`config.mk`:
```
export PLATFORM = sky130hd
export DESIGN_NAME = serial_addsub_unit
export DESIGN_NICKNAME = d
export VERILOG_FILES = /design/src/rtl/serial_addsub_unit_pkg.sv /design/src/rtl/serial_addsub_unit_digit_adder_cell.sv /design/src/rtl/serial_addsub_unit.sv
export SDC_FILE = /design/constraint.sdc
export NUM_CORES = 1
export LEC_CHECK = 0
export BUFFER_PORTS_ARGS = -buffer_cell sky130_fd_sc_hd__buf_2
export CAP_MARGIN = 30
export CORE_ASPECT_RATIO = 1.2
export CORE_UTILIZATION = 45
export CTS_BUF_LIST = sky130_fd_sc_hd__clkbuf_8
export DETAILED_ROUTE_END_ITERATION = 8
export GPL_ROUTABILITY_DRIVEN = 0
export PLACE_DENSITY_LB_ADDON = 0.12
export SLEW_MARGIN = 20
export SYNTH_ARGS = -nofsm -noshare
export SYNTH_HDL_FRONTEND = slang
export SYNTH_SLANG_ARGS = --single-unit
```
`constraint.sdc`:
```
create_clock -name clk -period 4 [get_ports clk]
set_input_delay 0.2 -clock clk [delete_from_list [all_inputs] [get_ports clk]]
set_output_delay 0.2 -clock clk [all_outputs]
set_load 0.02 [all_outputs]
```
`src/rtl/serial_addsub_unit_pkg.sv`:
```
// -----------------------------------------------------------------------------
// serial_addsub_unit_pkg
// Shared definitions for the digit-serial adder/subtractor and its helpers.
//   state_e   : control FSM encoding (IDLE / RUN)
//   MODE_ADD  : mode value selecting a + b
//   MODE_SUB  : mode value selecting a - b
//   cnt_width : width of a counter able to index ndig digits (minimum 1 bit)
// -----------------------------------------------------------------------------
package serial_addsub_unit_pkg;

  typedef enum logic {
    ST_IDLE = 1'b0,
    ST_RUN  = 1'b1
  } state_e;

  localparam logic MODE_ADD = 1'b0;
  localparam logic MODE_SUB = 1'b1;

  // A single-digit operation still needs a 1-bit counter to keep the
  // register declaration legal.
  function automatic int cnt_width(input int ndig);
    return (ndig > 1) ? $clog2(ndig) : 1;
  endfunction

endpackage

```
`src/rtl/serial_addsub_unit_digit_adder_cell.sv`:
```
// -----------------------------------------------------------------------------
// digit_adder_cell
// Combinational DIGIT_W-bit ripple-carry adder with carry in and carry out.
// Reusable by any serial arithmetic block that processes one digit per clock.
// Ports:
//   i_a, i_b : DIGIT_W-bit addend digits
//   i_cin    : carry into bit 0
//   o_sum    : DIGIT_W-bit sum digit
//   o_cout   : carry out of the top bit
// -----------------------------------------------------------------------------
module digit_adder_cell
  import serial_addsub_unit_pkg::*;
#(
  parameter int DIGIT_W = 1
) (
  input  logic [DIGIT_W-1:0] i_a,
  input  logic [DIGIT_W-1:0] i_b,
  input  logic               i_cin,
  output logic [DIGIT_W-1:0] o_sum,
  output logic               o_cout
);

  logic w_c;

  // Explicit ripple chain: the digit is narrow by design, so the linear
  // carry path is short and maps to the same cells at any DIGIT_W.
  always_comb begin
    o_sum = '0;
    w_c   = i_cin;
    for (int k = 0; k < DIGIT_W; k++) begin
      o_sum[k] = i_a[k] ^ i_b[k] ^ w_c;
      w_c      = (i_a[k] & i_b[k]) | (w_c & (i_a[k] ^ i_b[k]));
    end
    o_cout = w_c;
  end

endmodule

```
`src/rtl/serial_addsub_unit.sv`:
```
// -----------------------------------------------------------------------------
// serial_addsub_unit
// Digit-serial adder/subtractor. Operands are captured on a start request and
// processed LSB digit first, DIGIT_W bits per clock. Each sum digit is
// streamed out as produced; after the last digit the full result, carry and
// signed-overflow flags are presented and held until the next operation ends.
//
// Handshake: start is sampled on a rising edge only while busy=0; that edge
// captures mode/a_word/b_word and raises busy. busy stays high for NDIG
// cycles; sum_valid marks each digit; done pulses with the final digit. A new
// start may be presented in the done cycle (busy=0 there).
//
// Ports:
//   clk       : rising-edge clock
//   rst       : asynchronous active-low reset
//   start     : operation request (ignored while busy)
//   mode      : 0 = a+b, 1 = a-b (captured with start)
//   a_word    : operand A (captured with start)
//   b_word    : operand B (captured with start)
//   busy      : operation in progress
//   sum_digit : current result digit, LSB digit first
//   sum_valid : sum_digit valid this cycle
//   done      : one-cycle pulse, result/carry_out/overflow updated
//   result    : full sum/difference
//   carry_out : add: carry out of MSB; sub: 1 = no borrow
//   overflow  : two's-complement signed overflow
//   dbg_state : current FSM state (ST_IDLE/ST_RUN) for observation
// -----------------------------------------------------------------------------
module serial_addsub_unit
  import serial_addsub_unit_pkg::*;
#(
  parameter int WORD_W  = 16,
  parameter int DIGIT_W = 1
) (
  input  logic               clk,
  input  logic               rst,
  input  logic               start,
  input  logic               mode,
  input  logic [WORD_W-1:0]  a_word,
  input  logic [WORD_W-1:0]  b_word,
  output logic               busy,
  output logic [DIGIT_W-1:0] sum_digit,
  output logic               sum_valid,
  output logic               done,
  output logic [WORD_W-1:0]  result,
  output logic               carry_out,
  output logic               overflow,
  output logic               dbg_state
);

  // WORD_W must be a multiple of DIGIT_W.
  localparam int NDIG  = WORD_W / DIGIT_W;
  localparam int CNT_W = cnt_width(NDIG);
  localparam logic [CNT_W-1:0] LAST_DIG = CNT_W'(NDIG - 1);

  state_e             r_state;
  logic [CNT_W-1:0]   r_cnt;
  logic               r_carry;
  logic [WORD_W-1:0]  r_a;
  logic [WORD_W-1:0]  r_b;
  logic [WORD_W-1:0]  r_acc;
  logic               r_busy;
  logic [DIGIT_W-1:0] r_sum_digit;
  logic               r_sum_valid;
  logic               r_done;
  logic [WORD_W-1:0]  r_result;
  logic               r_carry_out;
  logic               r_overflow;

  logic [DIGIT_W-1:0] w_sum;
  logic               w_cout;
  logic [WORD_W-1:0]  w_acc_next;
  logic               w_last;
  logic               w_ovf;

  digit_adder_cell #(
    .DIGIT_W (DIGIT_W)
  ) u_cell (
    .i_a    (r_a[DIGIT_W-1:0]),
    .i_b    (r_b[DIGIT_W-1:0]),
    .i_cin  (r_carry),
    .o_sum  (w_sum),
    .o_cout (w_cout)
  );

  // The accumulator fills from the top so that after NDIG digits the first
  // (least significant) digit has arrived at bit 0.
  generate
    if (NDIG == 1) begin : g_acc_single
      assign w_acc_next = w_sum;
    end else begin : g_acc_shift
      assign w_acc_next = {w_sum, r_acc[WORD_W-1:DIGIT_W]};
    end
  endgenerate

  assign w_last = (r_cnt == LAST_DIG);

  // The operands shift right with zero fill, so while the last digit is being
  // added the top bit of the low digit is still the original MSB of A and of
  // the stored (possibly inverted) B. Signed overflow: equal operand signs
  // giving a sum of the other sign.
  assign w_ovf = (r_a[DIGIT_W-1] == r_b[DIGIT_W-1]) &&
                 (w_sum[DIGIT_W-1] != r_a[DIGIT_W-1]);

  always_ff @(posedge clk or negedge rst) begin
    if (!rst) begin
      r_state     <= ST_IDLE;
      r_cnt       <= '0;
      r_carry     <= 1'b0;
      r_a         <= '0;
      r_b         <= '0;
      r_acc       <= '0;
      r_busy      <= 1'b0;
      r_sum_digit <= '0;
      r_sum_valid <= 1'b0;
      r_done      <= 1'b0;
      r_result    <= '0;
      r_carry_out <= 1'b0;
      r_overflow  <= 1'b0;
    end else begin
      // Pulse outputs default low every cycle.
      r_sum_valid <= 1'b0;
      r_done      <= 1'b0;
      case (r_state)
        ST_IDLE: begin
          if (start) begin
            // Subtraction is a + ~b + 1: the +1 enters as the initial carry.
            r_a     <= a_word;
            r_b     <= (mode == MODE_SUB) ? ~b_word : b_word;
            r_carry <= mode;
            r_cnt   <= '0;
            r_busy  <= 1'b1;
            r_state <= ST_RUN;
          end
        end
        ST_RUN: begin
          r_sum_digit <= w_sum;
          r_sum_valid <= 1'b1;
          r_carry     <= w_cout;
          r_a         <= r_a >> DIGIT_W;
          r_b         <= r_b >> DIGIT_W;
          r_acc       <= w_acc_next;
          r_cnt       <= r_cnt + CNT_W'(1);
          if (w_last) begin
            r_result    <= w_acc_next;
            r_carry_out <= w_cout;
            r_overflow  <= w_ovf;
            r_done      <= 1'b1;
            r_busy      <= 1'b0;
            r_state     <= ST_IDLE;
          end
        end
        default: begin
          r_state <= ST_IDLE;
          r_busy  <= 1'b0;
        end
      endcase
    end
  end

  assign busy      = r_busy;
  assign sum_digit = r_sum_digit;
  assign sum_valid = r_sum_valid;
  assign done      = r_done;
  assign result    = r_result;
  assign carry_out = r_carry_out;
  assign overflow  = r_overflow;
  assign dbg_state = r_state;

endmodule
```
==> results.toml, run 1 <==
[cts]
numCtsBuffers = 9
clock_sinks = 74
post_cts_buffers = 0
cts_max_level = 3
cts_tree = "done"
clk_root_buffer_cell = "clkbuf_8"
ctsResizeCount = 0
clockBufferDepth = 2
insertion_delay_ns = 0.33
path_clk_slew_ns = 0.07

[finish]
final_nets = 389
fin_cells = 442
area_growth_pct = 15.59
drive_gt1_frac = 0.2676
antennaDiodeCount = 0
fin_area_sq_um = 3814

[place]
dp_cells = 424
post-dp-hpwl_mm = 3.574
dpl_cell_area_sq_um = 3565
port-buffer-count = 58

[critical_path]
cp-start-kind = "flip-flop"
ff2ff_setup_slack_ns = 2.07
crit_fanout = 20
cp-startpoint = "r_cnt[0]"
r2r_end = "result[6]"
critical_path_required_ns = 4.27
criticalPathCategory = "reg2reg"
arrival_ns = 2.20
worst_r2r_path_depth = 5
r2r-start = "r_cnt[0]"
cp-end-kind = "flip-flop"

[detailed_routing]
ant_nets = 0
viasPerCell = 4.862
wl_mm = 5.733
dr_total_vias = 2149
dr.pass1.iters = 4
drt_iter0_markers = 94
drc = 0
wl_per_cell_um = 12.97

[logic_synthesis]
synth.top_cells.by_area = "dfrtp_1 56%, mux2i_1 9.7%, nand2_1 9.7%"
post-synth-top-area-cell = "dfrtp_1"
synth_cell_types = 26
syn-num-nets = 335
syn_area_sq_um = 3299
yosysWarnings = 0
avgSynthCellArea_sq_um = 11.15
synth_edf_count = 0
synth_top_area_share = 0.5612
ys_ff_latch = 74
async_flop_share = 1.000
synth_ff_type = "dfrtp_1"
netlist_top_cells_count = "85 x nand2_1, 74 x dfrtp_1, 32 x mux2i_1"
syn_inst = 296
synth_most_common_cell = "nand2_1"
ys_seq_area_frac = 0.5612

[floorplan]
die-area_sq_um = 7680
dieWidth_um = 80.17
io_pins = 59
die_y_um = 95.80
rows = 33
initial_core_util = 0.4728
coreArea_sq_um = 6978

[grt]
grt_pass1_wl_mm = 9.556
grt-ovfl-total = 0
met2_usage = 0.2813
grt_max_degree = 85
gr-usage-all-layers = 0.1651
grt_use_met3 = 0.03318
antenna_found_initial = 0
busiest_layer = "met2"
grt_pass1_vias = 2129
use_met1 = 0.1963

[run]
cap_violations = 0

[hold_path]
holdCritPathClass = "in2reg"
holdPathEnd = "r_a[15]"
holdPathStages = 3
holdCritStartpoint = "a_word[15]"

[sta]
hold_viol = 0
setup_viol = 0
min_period_ns = 1.933
fin_hold_ws_ns = 0.1180
fin_crit_sh = 0.4832
relSlewSlack = 0.4672
slew_violations = 0
worstMarginPinSlew_ns = 0.7991
fmax_mhz = 517.4
fin_skew_ns = 0.007265
fin_setup_tns_ns = 0
rsz0062_at_grt = "false"

[power]
switching_share = 0.3450
share_comb_of_total_power = 0.320
p_clk_frac = 0.226
seqPwrFrac = 0.454
vdd_drop_max_uv = 390.7
power.density_nw_per_um2 = 720.1
internal_power_mw = 1.799
switchingPower_uw = 947.6
p_leak_nw = 1.974

[run_status]
status = "finished clean"
==> state kept, by name, summed over array words and instances, names as in the netlist <==
name,count
overflow,1
r_acc,15
busy,1
r_b,16
r_cnt,4
r_carry,1
r_a,16
dbg_state,1
result,16
sum_valid,1
done,1
carry_out,1
==> placed cells by master (no fill, tap or decap), types with 5 or more instances in the layout <==
cell type,Yosys,routed
buf_2,1,57
clkbuf_8,0,10
dfrtp_1,74,73
mux2_2,15,15
mux2i_1,32,32
nand2_1,85,85
nor2_1,5,5
o21ai_0,11,11
o21ai_1,22,22
xor2_1,16,16
==> logic make-up after synthesis <==
family,synth area share
XOR/XNOR,0.05044
flip-flops,0.5612
AND/OR/NAND/NOR,0.1092
buffers and inverters,0.05346
AO/OA/AOI/OAI,0.06371
adder cells (fa/ha/maj),0.01365
multiplexers,0.1483
==> worst max path at each step <==
stage,end,slack (ns),cells after the start
floorplan,overflow,2.71,3
global placement,result[13],2.05,5
detailed placement,result[5],2.02,5
CTS,result[5],1.99,5
global route,result[11],1.77,5
finish,result[6],2.07,5
==> stage by stage <==
step / worst slack (ns) / total power, mW / utilization
after floorplan: 2.713 / 1.916 / -
after global placement: 2.050 / 2.133 / 0.5080
after detailed placement: 2.024 / 2.154 / 0.5108
after CTS: 1.992 / 2.789 / 0.5422
after global routing: 1.766 / 2.953 / 0.5465
final: 2.067 / 2.746 / 0.5465
==> cell type report <==
class / instances / area (sq um)
tap: 87 / 108.9
clock inverter: 6 / 81.33
inverter: 3 / 11.26
timing repair buffer: 62 / 350.3
fill: 653 / 3164
sequential: 74 / 1853
multi-input combinational: 200 / 1271
clock buffer: 10 / 137.6
==> per-layer routing <==
layer,vias up,wire length [um]
met1,1017,2658
li1,1085,-
met4,0,104
met2,40,2764
met3,7,206
met5,-,0
==> worst max-delay path: stages (launching register included) <==
cell and delay [ns]:
dfrtp_1 0.39, ha_1 0.21, nand4_2 0.43, inv_1 0.64, nand2_1 0.11, nand2_1 0.08
==> power groups by stage <==
stage	logic, mW	clock network, mW	registers [mW]
global route	0.988	0.675	1.29
finish	0.878	0.621	1.25
global placement	0.871	0	1.26
CTS	0.893	0.644	1.25
floorplan	0.576	0	1.34
detailed placement	0.892	0	1.26
==> repair_timing <==
action / in CTS / in global routing
hold buffers: 0 / 1
setup endpoints to repair: 0 / 0
hold endpoints to repair: 0 / 33
(Power assumes the default switching activity.)
==> inputs of run 2 (changes only) <==
- clock period: 4 -> 1.7 ns (I/O delays scaled with it)
==> run 2 against run 1 <==
  * Setup slack worse by 1.7 ns
  * Cell area is 0.66% higher
  * Largest cell class unchanged
  * Critical path type unchanged
  * Largest power group unchanged
  * Die area stayed put
  * Register-to-register slack lost 1.7 ns
==> results.toml, run 2 (synthesis gave the netlist of run 1 again) <==
[power]
switchingPower_mw = 2.247
switching_share = 0.3505
p_leak_nw = 1.994
seqPwrFrac = 0.458
share_comb_of_total_power = 0.329
total_power_mw = 6.410
p_clk_frac = 0.213
internal_power_mw = 4.164
power.density_nw_per_um2 = 1670
vdd_drop_max_uv = 782.1

[place]
dp_cells = 432
post-dp-hpwl_mm = 3.904
port-buffer-count = 58
dpl_cell_area_sq_um = 3625
post-place-ws_ns = 0.3314

[floorplan]
coreArea_sq_um = 6978
die-area_sq_um = 7680
initial_core_util = 0.4728
rows = 33
dieWidth_um = 80.17
die_y_um = 95.80
io_pins = 59

[sta]
worstMarginPinSlew_ns = 0.4648
fmax_mhz = 728.8
min_period_ns = 1.372
fin_skew_ns = 0.008938
rsz0062_at_grt = "false"
setup_viol = 0
setup_ws_ns = 0.3279
fin_hold_ws_ns = 0.01285
slew_violations = 0
relSlewSlack = 0.6901
fin_setup_tns_ns = 0
hold_viol = 0
fin_crit_sh = 0.8071

[run_status]
status = "finished clean"

[cts]
post_cts_buffers = 0
numCtsBuffers = 9
cts_tree = "done"
path_clk_slew_ns = 0.08
clk_root_buffer_cell = "clkbuf_8"
cts_max_level = 3
clock_sinks = 74
insertion_delay_ns = 0.34
clockBufferDepth = 2

[critical_path]
critical_path_required_ns = 1.95
cp-end-kind = "flip-flop"
criticalPathCategory = "reg2reg"
ff2ff_setup_slack_ns = 0.33
crit_fanout = 3
arrival_ns = 1.62
cp-start-kind = "flip-flop"

[grt]
grt_pass1_vias = 2080
grt_max_degree = 39
antenna_found_initial = 0
grt-ovfl-total = 0
grt_pass1_wl_mm = 9.584
gr-usage-all-layers = 0.1657

[finish]
mostFrequentLayoutCells = "85 x nand2_1, 73 x dfrtp_1, 57 x buf_2"
layout_commonest_cell = "nand2_1"
fin_area_sq_um = 3839
fin_cells = 449
area_growth_pct = 16.34
antennaDiodeCount = 0
n_fill_cell = 629
final_nets = 396
final_core_util = 0.5501
drive_gt1_frac = 0.2845

[detailed_routing]
dr_wl_met3_um = 186
wl_met2_mm = 2.825
drc = 0
drt_iter0_markers = 86
wl_met1_mm = 2.731
wl_mm = 5.814
dr_total_vias = 2174
top_layer = "met4"
wl_per_cell_um = 12.95
ant_nets = 0
dr.pass1.iters = 4
viasPerCell = 4.842

[run]
cap_violations = 0

[hold_path]
holdCritPathClass = "in2reg"
## run 2: cell count changes in the layout (fill, tap and decap cells not counted)
cell       before  now
bufinv_16       2    1
buf_12          2    1
clkbuf_8       10   11
inv_1           4    3
clkinv_2        2    3
buf_4           2   10
## run 2: critical path, cell delays in order (launching register included)
cell and delay [ns]:
dfrtp_1 0.42, fa_1 0.53, xnor2_1 0.17, o31ai_2 0.17
## run 2: layer usage
layer / vias up / global-route usage
li1: 1093 / -
met1: 1040 / 0.2061
met2: 35 / 0.2714
met3: 6 / 0.02844
met4: 0 / 0.09821
met5: - / 0
## run 2: worst paths after layout
path                                  from          to  cells after the start
worst min-delay path            a_word[15]     r_a[15]                      3
worst max-delay path                r_b[0]    overflow                      3
min in group asynchronous              rst      r_b[7]                      2
worst max register to register      r_b[0]    overflow                      3
max in group asynchronous              rst    r_acc[2]                      3
worst min register to register  result[14]  result[14]                      2
## run 2: layout make-up
| type | count | area [sq um] | share of cell area |
|---|---|---|---|
| Clock buffer | 11 | 151.4 | 0.03944 |
| Sequential cell | 74 | 1853 | 0.4827 |
| Inverter | 3 | 11.26 | 0.002934 |
| Tap cell | 87 | 108.9 | 0.02836 |
| Timing Repair Buffer | 69 | 390.4 | 0.1017 |
| Clock inverter | 5 | 52.55 | 0.01369 |
| Multi-Input combinational cell | 200 | 1271 | 0.3312 |
## run 2: timing repair
item,CTS,global route
hold endpoints to repair,34,0
gates resized for setup,0,0
hold buffers,1,0
## run 2: power by group through the flow
| stage | Combinational (mW) | Clock [mW] | Sequential, mW |
|---|---|---|---|
| floorplan | 1.36 | 0 | 3.15 |
| global placement | 2.09 | 0 | 2.94 |
| detailed placement | 2.14 | 0 | 2.96 |
| CTS | 2.16 | 1.42 | 2.94 |
| global route | 2.36 | 1.49 | 3.03 |
| finish | 2.11 | 1.37 | 2.93 |
